==> src/rtl/seq_pattern_gen_if.sv <==
// rtl/seq_pattern_gen_if.sv - control, config and serial output bundle for seq_pattern_gen
interface seq_pattern_gen_if #(
  parameter int PAT_W = 8,
  parameter int LEN_W = 4,
  parameter int CNT_W = 4,
  parameter int GAP_W = 4
);
  logic             start;
  logic             abort;
  logic [PAT_W-1:0] pat_i;
  logic [LEN_W-1:0] len_i;
  logic [CNT_W-1:0] rep_i;
  logic [GAP_W-1:0] gap_i;
  logic             ser_o;
  logic             ser_vld;
  logic             busy;
  logic             done;
  logic             err;

  modport master (
    output start, abort, pat_i, len_i, rep_i, gap_i,
    input  ser_o, ser_vld, busy, done, err
  );

  modport slave (
    input  start, abort, pat_i, len_i, rep_i, gap_i,
    output ser_o, ser_vld, busy, done, err
  );
endinterface

==> src/rtl/seq_pattern_gen.sv <==
// rtl/seq_pattern_gen.sv - serial MSB-first pattern transmitter with repeat count and idle gap
module seq_pattern_gen #(
  parameter int PAT_W = 8,
  parameter int LEN_W = 4,
  parameter int CNT_W = 4,
  parameter int GAP_W = 4
) (
  input  logic             clk,
  input  logic             rst,
  seq_pattern_gen_if.slave bus
);

  typedef enum logic [1:0] {
    IDLE  = 2'd0,
    SHIFT = 2'd1,
    GAP   = 2'd2
  } state_t;

  localparam logic [LEN_W-1:0] LEN_MAX = LEN_W'(PAT_W);

  state_t           state_q, state_d;
  logic [PAT_W-1:0] pat_q, pat_d;
  logic [LEN_W-1:0] len_q, len_d;
  logic [LEN_W-1:0] idx_q, idx_d;
  logic [CNT_W-1:0] reps_q, reps_d;
  logic [GAP_W-1:0] gap_q, gap_d;
  logic [GAP_W-1:0] gcnt_q, gcnt_d;
  logic             ser_q, ser_d;
  logic             vld_q, vld_d;
  logic             busy_q, busy_d;
  logic             done_q, done_d;
  logic             err_q, err_d;

  logic             cfg_ok;
  logic             first_in_bit;
  logic             first_reg_bit;
  logic             next_reg_bit;

  // Masked reduction rather than a variable bit-select so every pattern bit is consumed
  function automatic logic pick(input logic [PAT_W-1:0] p, input logic [LEN_W-1:0] i);
    return |(p & (PAT_W'(1) << i));
  endfunction

  assign cfg_ok        = (bus.len_i != '0) && (bus.len_i <= LEN_MAX) && (bus.rep_i != '0);
  assign first_in_bit  = pick(bus.pat_i, bus.len_i - LEN_W'(1));
  assign first_reg_bit = pick(pat_q, len_q - LEN_W'(1));
  assign next_reg_bit  = pick(pat_q, idx_q - LEN_W'(1));

  always_ff @(posedge clk or posedge rst) begin
    if (rst) begin
      state_q <= IDLE;
      pat_q   <= '0;
      len_q   <= '0;
      idx_q   <= '0;
      reps_q  <= '0;
      gap_q   <= '0;
      gcnt_q  <= '0;
      ser_q   <= 1'b0;
      vld_q   <= 1'b0;
      busy_q  <= 1'b0;
      done_q  <= 1'b0;
      err_q   <= 1'b0;
    end else begin
      state_q <= state_d;
      pat_q   <= pat_d;
      len_q   <= len_d;
      idx_q   <= idx_d;
      reps_q  <= reps_d;
      gap_q   <= gap_d;
      gcnt_q  <= gcnt_d;
      ser_q   <= ser_d;
      vld_q   <= vld_d;
      busy_q  <= busy_d;
      done_q  <= done_d;
      err_q   <= err_d;
    end
  end

  always_comb begin
    state_d = state_q;
    pat_d   = pat_q;
    len_d   = len_q;
    idx_d   = idx_q;
    reps_d  = reps_q;
    gap_d   = gap_q;
    gcnt_d  = gcnt_q;
    ser_d   = 1'b0;
    vld_d   = 1'b0;
    busy_d  = 1'b0;
    done_d  = 1'b0;
    err_d   = 1'b0;

    case (state_q)
      IDLE: begin
        if (bus.start) begin
          if (cfg_ok) begin
            pat_d   = bus.pat_i;
            len_d   = bus.len_i;
            reps_d  = bus.rep_i;
            gap_d   = bus.gap_i;
            idx_d   = bus.len_i - LEN_W'(1);
            ser_d   = first_in_bit;
            vld_d   = 1'b1;
            busy_d  = 1'b1;
            state_d = SHIFT;
          end else begin
            err_d = 1'b1;
          end
        end
      end

      SHIFT: begin
        if (bus.abort) begin
          state_d = IDLE;
        end else if (idx_q == '0) begin
          if (reps_q > CNT_W'(1)) begin
            if (gap_q == '0) begin
              reps_d = reps_q - CNT_W'(1);
              idx_d  = len_q - LEN_W'(1);
              ser_d  = first_reg_bit;
              vld_d  = 1'b1;
              busy_d = 1'b1;
            end else begin
              gcnt_d  = gap_q;
              busy_d  = 1'b1;
              state_d = GAP;
            end
          end else begin
            done_d  = 1'b1;
            state_d = IDLE;
          end
        end else begin
          idx_d  = idx_q - LEN_W'(1);
          ser_d  = next_reg_bit;
          vld_d  = 1'b1;
          busy_d = 1'b1;
        end
      end

      GAP: begin
        // gcnt counts the gap cycles still to be shown including the current one
        if (bus.abort) begin
          state_d = IDLE;
        end else if (gcnt_q == GAP_W'(1)) begin
          reps_d  = reps_q - CNT_W'(1);
          idx_d   = len_q - LEN_W'(1);
          ser_d   = first_reg_bit;
          vld_d   = 1'b1;
          busy_d  = 1'b1;
          state_d = SHIFT;
        end else begin
          gcnt_d = gcnt_q - GAP_W'(1);
          busy_d = 1'b1;
        end
      end

      default: begin
        state_d = IDLE;
      end
    endcase
  end

  assign bus.ser_o   = ser_q;
  assign bus.ser_vld = vld_q;
  assign bus.busy    = busy_q;
  assign bus.done    = done_q;
  assign bus.err     = err_q;

endmodule

==> src/flat_wrapper.sv <==
// flat-port wrapper written by rule: the top's interface ports become plain ports
module seq_pattern_gen_flat 
#(
  parameter int PAT_W = 8,
  parameter int LEN_W = 4,
  parameter int CNT_W = 4,
  parameter int GAP_W = 4
)
  (clk, rst, bus_start, bus_abort, bus_pat_i, bus_len_i, bus_rep_i, bus_gap_i, bus_ser_o, bus_ser_vld, bus_busy, bus_done, bus_err);
  seq_pattern_gen_if #(.PAT_W(PAT_W), .LEN_W(LEN_W), .CNT_W(CNT_W), .GAP_W(GAP_W)) bus_i ();
  input  logic clk;
  input  logic rst;
  input wire logic [$bits(bus_i.start)-1:0] bus_start;
  input wire logic [$bits(bus_i.abort)-1:0] bus_abort;
  input wire logic [$bits(bus_i.pat_i)-1:0] bus_pat_i;
  input wire logic [$bits(bus_i.len_i)-1:0] bus_len_i;
  input wire logic [$bits(bus_i.rep_i)-1:0] bus_rep_i;
  input wire logic [$bits(bus_i.gap_i)-1:0] bus_gap_i;
  output wire logic [$bits(bus_i.ser_o)-1:0] bus_ser_o;
  output wire logic [$bits(bus_i.ser_vld)-1:0] bus_ser_vld;
  output wire logic [$bits(bus_i.busy)-1:0] bus_busy;
  output wire logic [$bits(bus_i.done)-1:0] bus_done;
  output wire logic [$bits(bus_i.err)-1:0] bus_err;
  assign bus_i.start = bus_start;
  assign bus_i.abort = bus_abort;
  assign bus_i.pat_i = bus_pat_i;
  assign bus_i.len_i = bus_len_i;
  assign bus_i.rep_i = bus_rep_i;
  assign bus_i.gap_i = bus_gap_i;
  assign bus_ser_o = bus_i.ser_o;
  assign bus_ser_vld = bus_i.ser_vld;
  assign bus_busy = bus_i.busy;
  assign bus_done = bus_i.done;
  assign bus_err = bus_i.err;
  seq_pattern_gen #(.PAT_W(PAT_W), .LEN_W(LEN_W), .CNT_W(CNT_W), .GAP_W(GAP_W)) u_core (.clk(clk), .rst(rst), .bus(bus_i));
endmodule
==> config.mk <==
export PLATFORM = sky130hd
export DESIGN_NAME = seq_pattern_gen_flat
export DESIGN_NICKNAME = d
export VERILOG_FILES = /design/src/rtl/seq_pattern_gen_if.sv /design/src/rtl/seq_pattern_gen.sv /design/src/flat_wrapper.sv
export SDC_FILE = /design/constraint.sdc
export NUM_CORES = 1
export LEC_CHECK = 0
export ABC_CLOCK_PERIOD_IN_PS = 4500
export CAP_MARGIN = 20
export CORE_UTILIZATION = 25
export DETAILED_ROUTE_END_ITERATION = 6
export SETUP_SLACK_MARGIN = 0.5
export SLEW_MARGIN = 0
export SYNTH_ARGS = -nofsm -noshare
export SYNTH_HDL_FRONTEND = slang
export SYNTH_SLANG_ARGS = --single-unit
==> constraint.sdc <==
create_clock -name clk -period 4.5 [get_ports clk]
set_input_delay 1.35 -clock clk [delete_from_list [all_inputs] [get_ports clk]]
set_output_delay 1.35 -clock clk [all_outputs]
set_load 0.01 [all_outputs]
### After elaboration in Yosys (flattened, before gate mapping)

Cells that the tools add are included.

* ROM bits: 0
* output and inout bits: 5
* memories kept: 0
* bits in latches: 0
* logic and storage cells: 124
* memory bits (writable): 0
* flip-flop bits (word level): 35

* $lt $le $gt $ge: 2
* mux-type cells: 64
* reduce and logical (&&, ||, !) cells: 17
* shift-type cells: 3
* divide/modulo/power cells: 0
* equality and inequality tests: 18
* bitwise operators: 3
* $add $sub $neg: 5
* multiply operators: 0

Operators by type and width (count)
* $mux 4: 22
* $mux 1: 27
* $and 8x8->8: 3
* $pmux 4 s3: 2
* $reduce_or 8->1: 3
* $shl 1x4->8 const A: 3
* $sub 4x1->4 const B: 5
* $mux 2: 8
* $ne 2x1->1 const B: 5
* $ne 2x2->1 const B: 5
* $pmux 1 s3: 3
* $reduce_and 9->1: 1
* $logic_not 4->1: 2
* $pmux 4 s2: 1
* $reduce_and 8->1: 1
* $reduce_bool 4->1: 2
* $reduce_and 7->1: 1
* $ne 3x2->1 const B: 2
* $ne 3x3->1 const B: 2
* $pmux 2 s3: 1
* $reduce_and 5->1: 1
* $eq 4x1->1 const B: 1
* $gt 4x1->1 const B: 1
* $le 4x4->1 const B: 1
* other kinds (8): 9

### Depth between registers and ports, before layout

* word-level depth: 9
* gate-level depth with buffers: 8
* gate-level depth less buffers: 7

### Worst setup path after synthesis

No wires, ideal clock.

* kind: input to register
* start: input bus_len_i[0]
* end: register u_core.ser_q (netlist: u_core.bus.ser_o)
* data required time: 4.418 ns
* slack: 1.724 ns
* stages: 7
* data arrival time: 2.694 ns
* cell sequence: inv_1 ha_1 nand2b_1 xnor2_1 nand4b_1 or4_1 a31oi_1

* cells in the longest elaborated chain, start to end: 7
* elaborated cells on any way between the ends: 11
* those cells by class: add/sub (1); order compare (1); shift (1); mux (3); bitwise (1); reduce/logical (4)

Ends and longest elaborated chain
* start, declared: line flat_wrapper.sv:16 `input wire logic [$bits(bus_i.len_i)-1:0] bus_len_i;`
* $sub 4x1->4: line seq_pattern_gen.sv:45 `assign first_in_bit = pick(bus.pat_i, bus.len_i - LEN_W'(1));`
* $shl 1x4->8: line seq_pattern_gen.sv:41 `return |(p & (PAT_W'(1) << i));`
* $and 8x8->8: line seq_pattern_gen.sv:41
* $reduce_or 8->1: line seq_pattern_gen.sv:41
* $mux 1 (*): line seq_pattern_gen.sv:96 `if (cfg_ok) begin`
* $mux 1 (*): line seq_pattern_gen.sv:95 `if (bus.start) begin`
* $pmux 1 s3 (*): line seq_pattern_gen.sv:93 `case (state_q)`
* net u_core.ser_d: line seq_pattern_gen.sv:28 `logic ser_q, ser_d;`
* end signal, assigned: line seq_pattern_gen.sv:71 `ser_q <= ser_d;`
* end, declared: line seq_pattern_gen.sv:28

Mark *: on every way through the listed nets, which the timed path passes. The rest lies on a longest branch.
A chain may end at the register's enable or synchronous reset.

### Worst setup path after layout

Same ends and word-level chain as after synthesis.

==> metrics.txt <==
Worst Skew 0.005143 ns; Global Route Usage Sum between 10% and 20%; fin. max-slew vios 0; Via Count approximately 1900; global-route wire length before repair 9.618 mm; critical path's largest stage delay 0.60 ns; Worst path slowest cell clkdlybuf4s50_1; pwr dens between 600 and 700 nW/um^2; gr ovfl total 0; TritonCTS clock tree built; crit path to u_core.bus.ser_o; drt wl/cell ~14 microns; crit path cell chain clkdlybuf4s50_1 -> inv_1 -> ha_1 -> nand2b_1 -> xnor2_1 -> nand4b_1 -> or4_1 -> a31oi_1; most frequent cells after synthesis 35 x dfrtp_1, 24 x ha_1, 18 x inv_1; Leakage 0.001264 uW; Final setup viols 0; IO buf count 28; share of post-route cells with drive strength above 1 12.77%; Clock Path Buffers 2; IO Pins 29; clk root buf clkbuf_8; final WL 5.693 mm; Die X between 100 and 150 microns; ANT nets after route 0; core area 9328 sq um; Synth area leaders dfrtp_1 36%, ha_1 12%, mux2_2 6.9%, inv_1 2.8%, mux2i_1 2.5%; syn_nets 291; RR Endpoint u_core.gcnt_q[2]; Worst path depth 8; Initial Utilization 26.10%; placer congestion estimate ~0.8; unrepaired setup endpoints after global routing no; post-synthesis sequential area ratio 35.97%; Num Clock Sinks 35; dominant cell type by area after synthesis dfrtp_1; Unique masters post-synth 49; Layout Nets 322; Critical Path Start bus_len_i[0]; Slew headroom 63.16%; die area 10140 sq um; run status complete, no violations; CTS Hold Bufs 0; row count 35; Clock Pin Slew Worst Setup and Hold Paths 0.07 ns; most common cell in the netlist dfrtp_1; Period Utilization, post-route 73.19%; post-synth top area share roughly 36%; crit path max fanout 5; clock latency on the worst-skew pair 0.29 ns; Final Core Density a little under a third; Worst EP required roughly 4.7 ns; synthesis-stage register bit count 35; Die Y 100.7 microns; vias per cell 4.762; hpwl dp 4.433 mm; R2R Path Start u_core.idx_q[0]; Worst Tran Pin Value 0.5526 ns; Pwr Total 1888 uW; Arr. time, crit path 3.51 ns; number of flops mapped to enable cells by yosys 0; Synth Flop Type dfrtp_1; Mapped Area 2435 sq um; Hold Path Depth 2; worst hold path type reg2reg; Setup CP Type in2reg; synth-to-layout area growth 21.02%; vias in the first global route roughly 1900; Iteration-0 DRC Markers 88; fill count 980; synth warn 0; Syn Inst Count 243; syn avg cell area between 10 and 15 sq um; Fin. Hold Viols 0; total CTS buffers 5; Reg2Reg Depth 7; clock period minus final worst setup slack 3.294 ns; 1st-pass router iterations 4; largest vdd supply drop between 0.15 and 0.2 mV; cts repair resizes 0; startpoint types input pin; initial antenna violation count 0; # Post-CTS Setup Buffers 0; FMAX 0.3036 GHz; H-tree depth 2; reg-to-reg slack, setup 2.10 ns; ant diodes 0; asr flop ratio synth 100.0%; CP top delay family simple AND/OR/NAND/NOR gates; crit path buf inv count 2; Max-Cap Viols 0; DRC Markers 0; largest net degree at the start of global routing 36; setup_tns 0 ns; Crit. End Element register
==> how the worst min path moves through the flow <==
stage	start	end	slack [ns]
finish	u_core.gcnt_q[1]	u_core.gcnt_q[1]	0.53
global route	u_core.len_q[3]	u_core.len_q[3]	0.57
CTS	u_core.gcnt_q[1]	u_core.gcnt_q[1]	0.54
detailed placement	u_core.gcnt_q[1]	u_core.gcnt_q[1]	0.52
global placement	u_core.gcnt_q[1]	u_core.gcnt_q[1]	0.50
floorplan	u_core.gcnt_q[1]	u_core.gcnt_q[1]	0.47
==> state kept, by name (all words and copies together) (netlist names) <==
signal and flops:
u_core.bus.ser_o 1, u_core.reps_q 4, u_core.bus.done 1, u_core.gap_q 4, u_core.len_q 4, u_core.bus.ser_vld 1, u_core.gcnt_q 4, u_core.bus.busy 1
u_core.bus.err 1, u_core.idx_q 4, u_core.state_q 2, u_core.pat_q 8
==> worst reg2reg max path, stage by stage, from the launching register on <==
cell and delay (ns):
dfrtp_1 0.46, inv_1 0.14, ha_1 0.27, or3b_1 0.52
a2111oi_4 0.44, o211ai_4 0.17, mux2i_1 0.20, a21oi_1 0.06
==> cells in the final DEF (no fill, tap or decap), types with 8 or more instances in the layout <==
cell,count
a21oi_1,9
clkdlybuf4s50_1,28
dfrtp_1,35
ha_1,24
inv_1,18
mux2_2,15
nand2_1,13
nor2_1,13
nor3_1,8
o21ai_0,9
==> power breakdown <==
part           switching (uW)  internal [uW]
Clock                     113            120
Combinational             560            471
Sequential                156            468
==> per-layer routing <==
metal  vias to the layer above  GRT usage (%)  part of all wire (%)
met5                         -              0                     0
met4                         0          4.348                   1.2
met3                         4          2.774                   3.7
met2                        40          20.60                    48
met1                       924          15.56                    47
li1                        951              -                     -
==> cell families (layout without fill, tap and decap cells) <==
group	Yosys count	after routing	share of synthesized area, %
xor gates and xnor gates	6	6	2.158
buffers and inverters	24	55	4.111
DFF	35	35	35.97
AOI/OAI and AO/OA	61	61	19.17
muxes	24	24	10.79
adders and majority gates	24	24	12.33
and+or+nand+nor	69	69	15.47
==> stage by stage <==
| step | worst slack (ns) | std cells | area, sq um | hold slack [ns] |
|---|---|---|---|---|
| after CTS | 1.230 | 403 | 2947 | 0.5358 |
| after global routing | 1.127 | 403 | 2947 | 0.5742 |
| after global placement | 0.9863 | 396 | 2859 | 0.4980 |
| final | 1.206 | 403 | 2947 | 0.5281 |
| after floorplan | 1.724 | 243 | 2435 | 0.4713 |
| after detailed placement | 0.9199 | 396 | 2859 | 0.5178 |
==> cell type report <==
cell class	instances	area, sq um	area share, %
Multi-Input combinational cell	184	1459	49.51
Inverter	18	67.56	2.293
Timing Repair Buffer	30	295.3	10.02
Clock inverter	1	5.005	0.1699
Tap cell	129	161.4	5.478
Clock buffer	6	82.58	2.803
Sequential cell	35	875.8	29.72
Power figures use the tool's default switching activity.
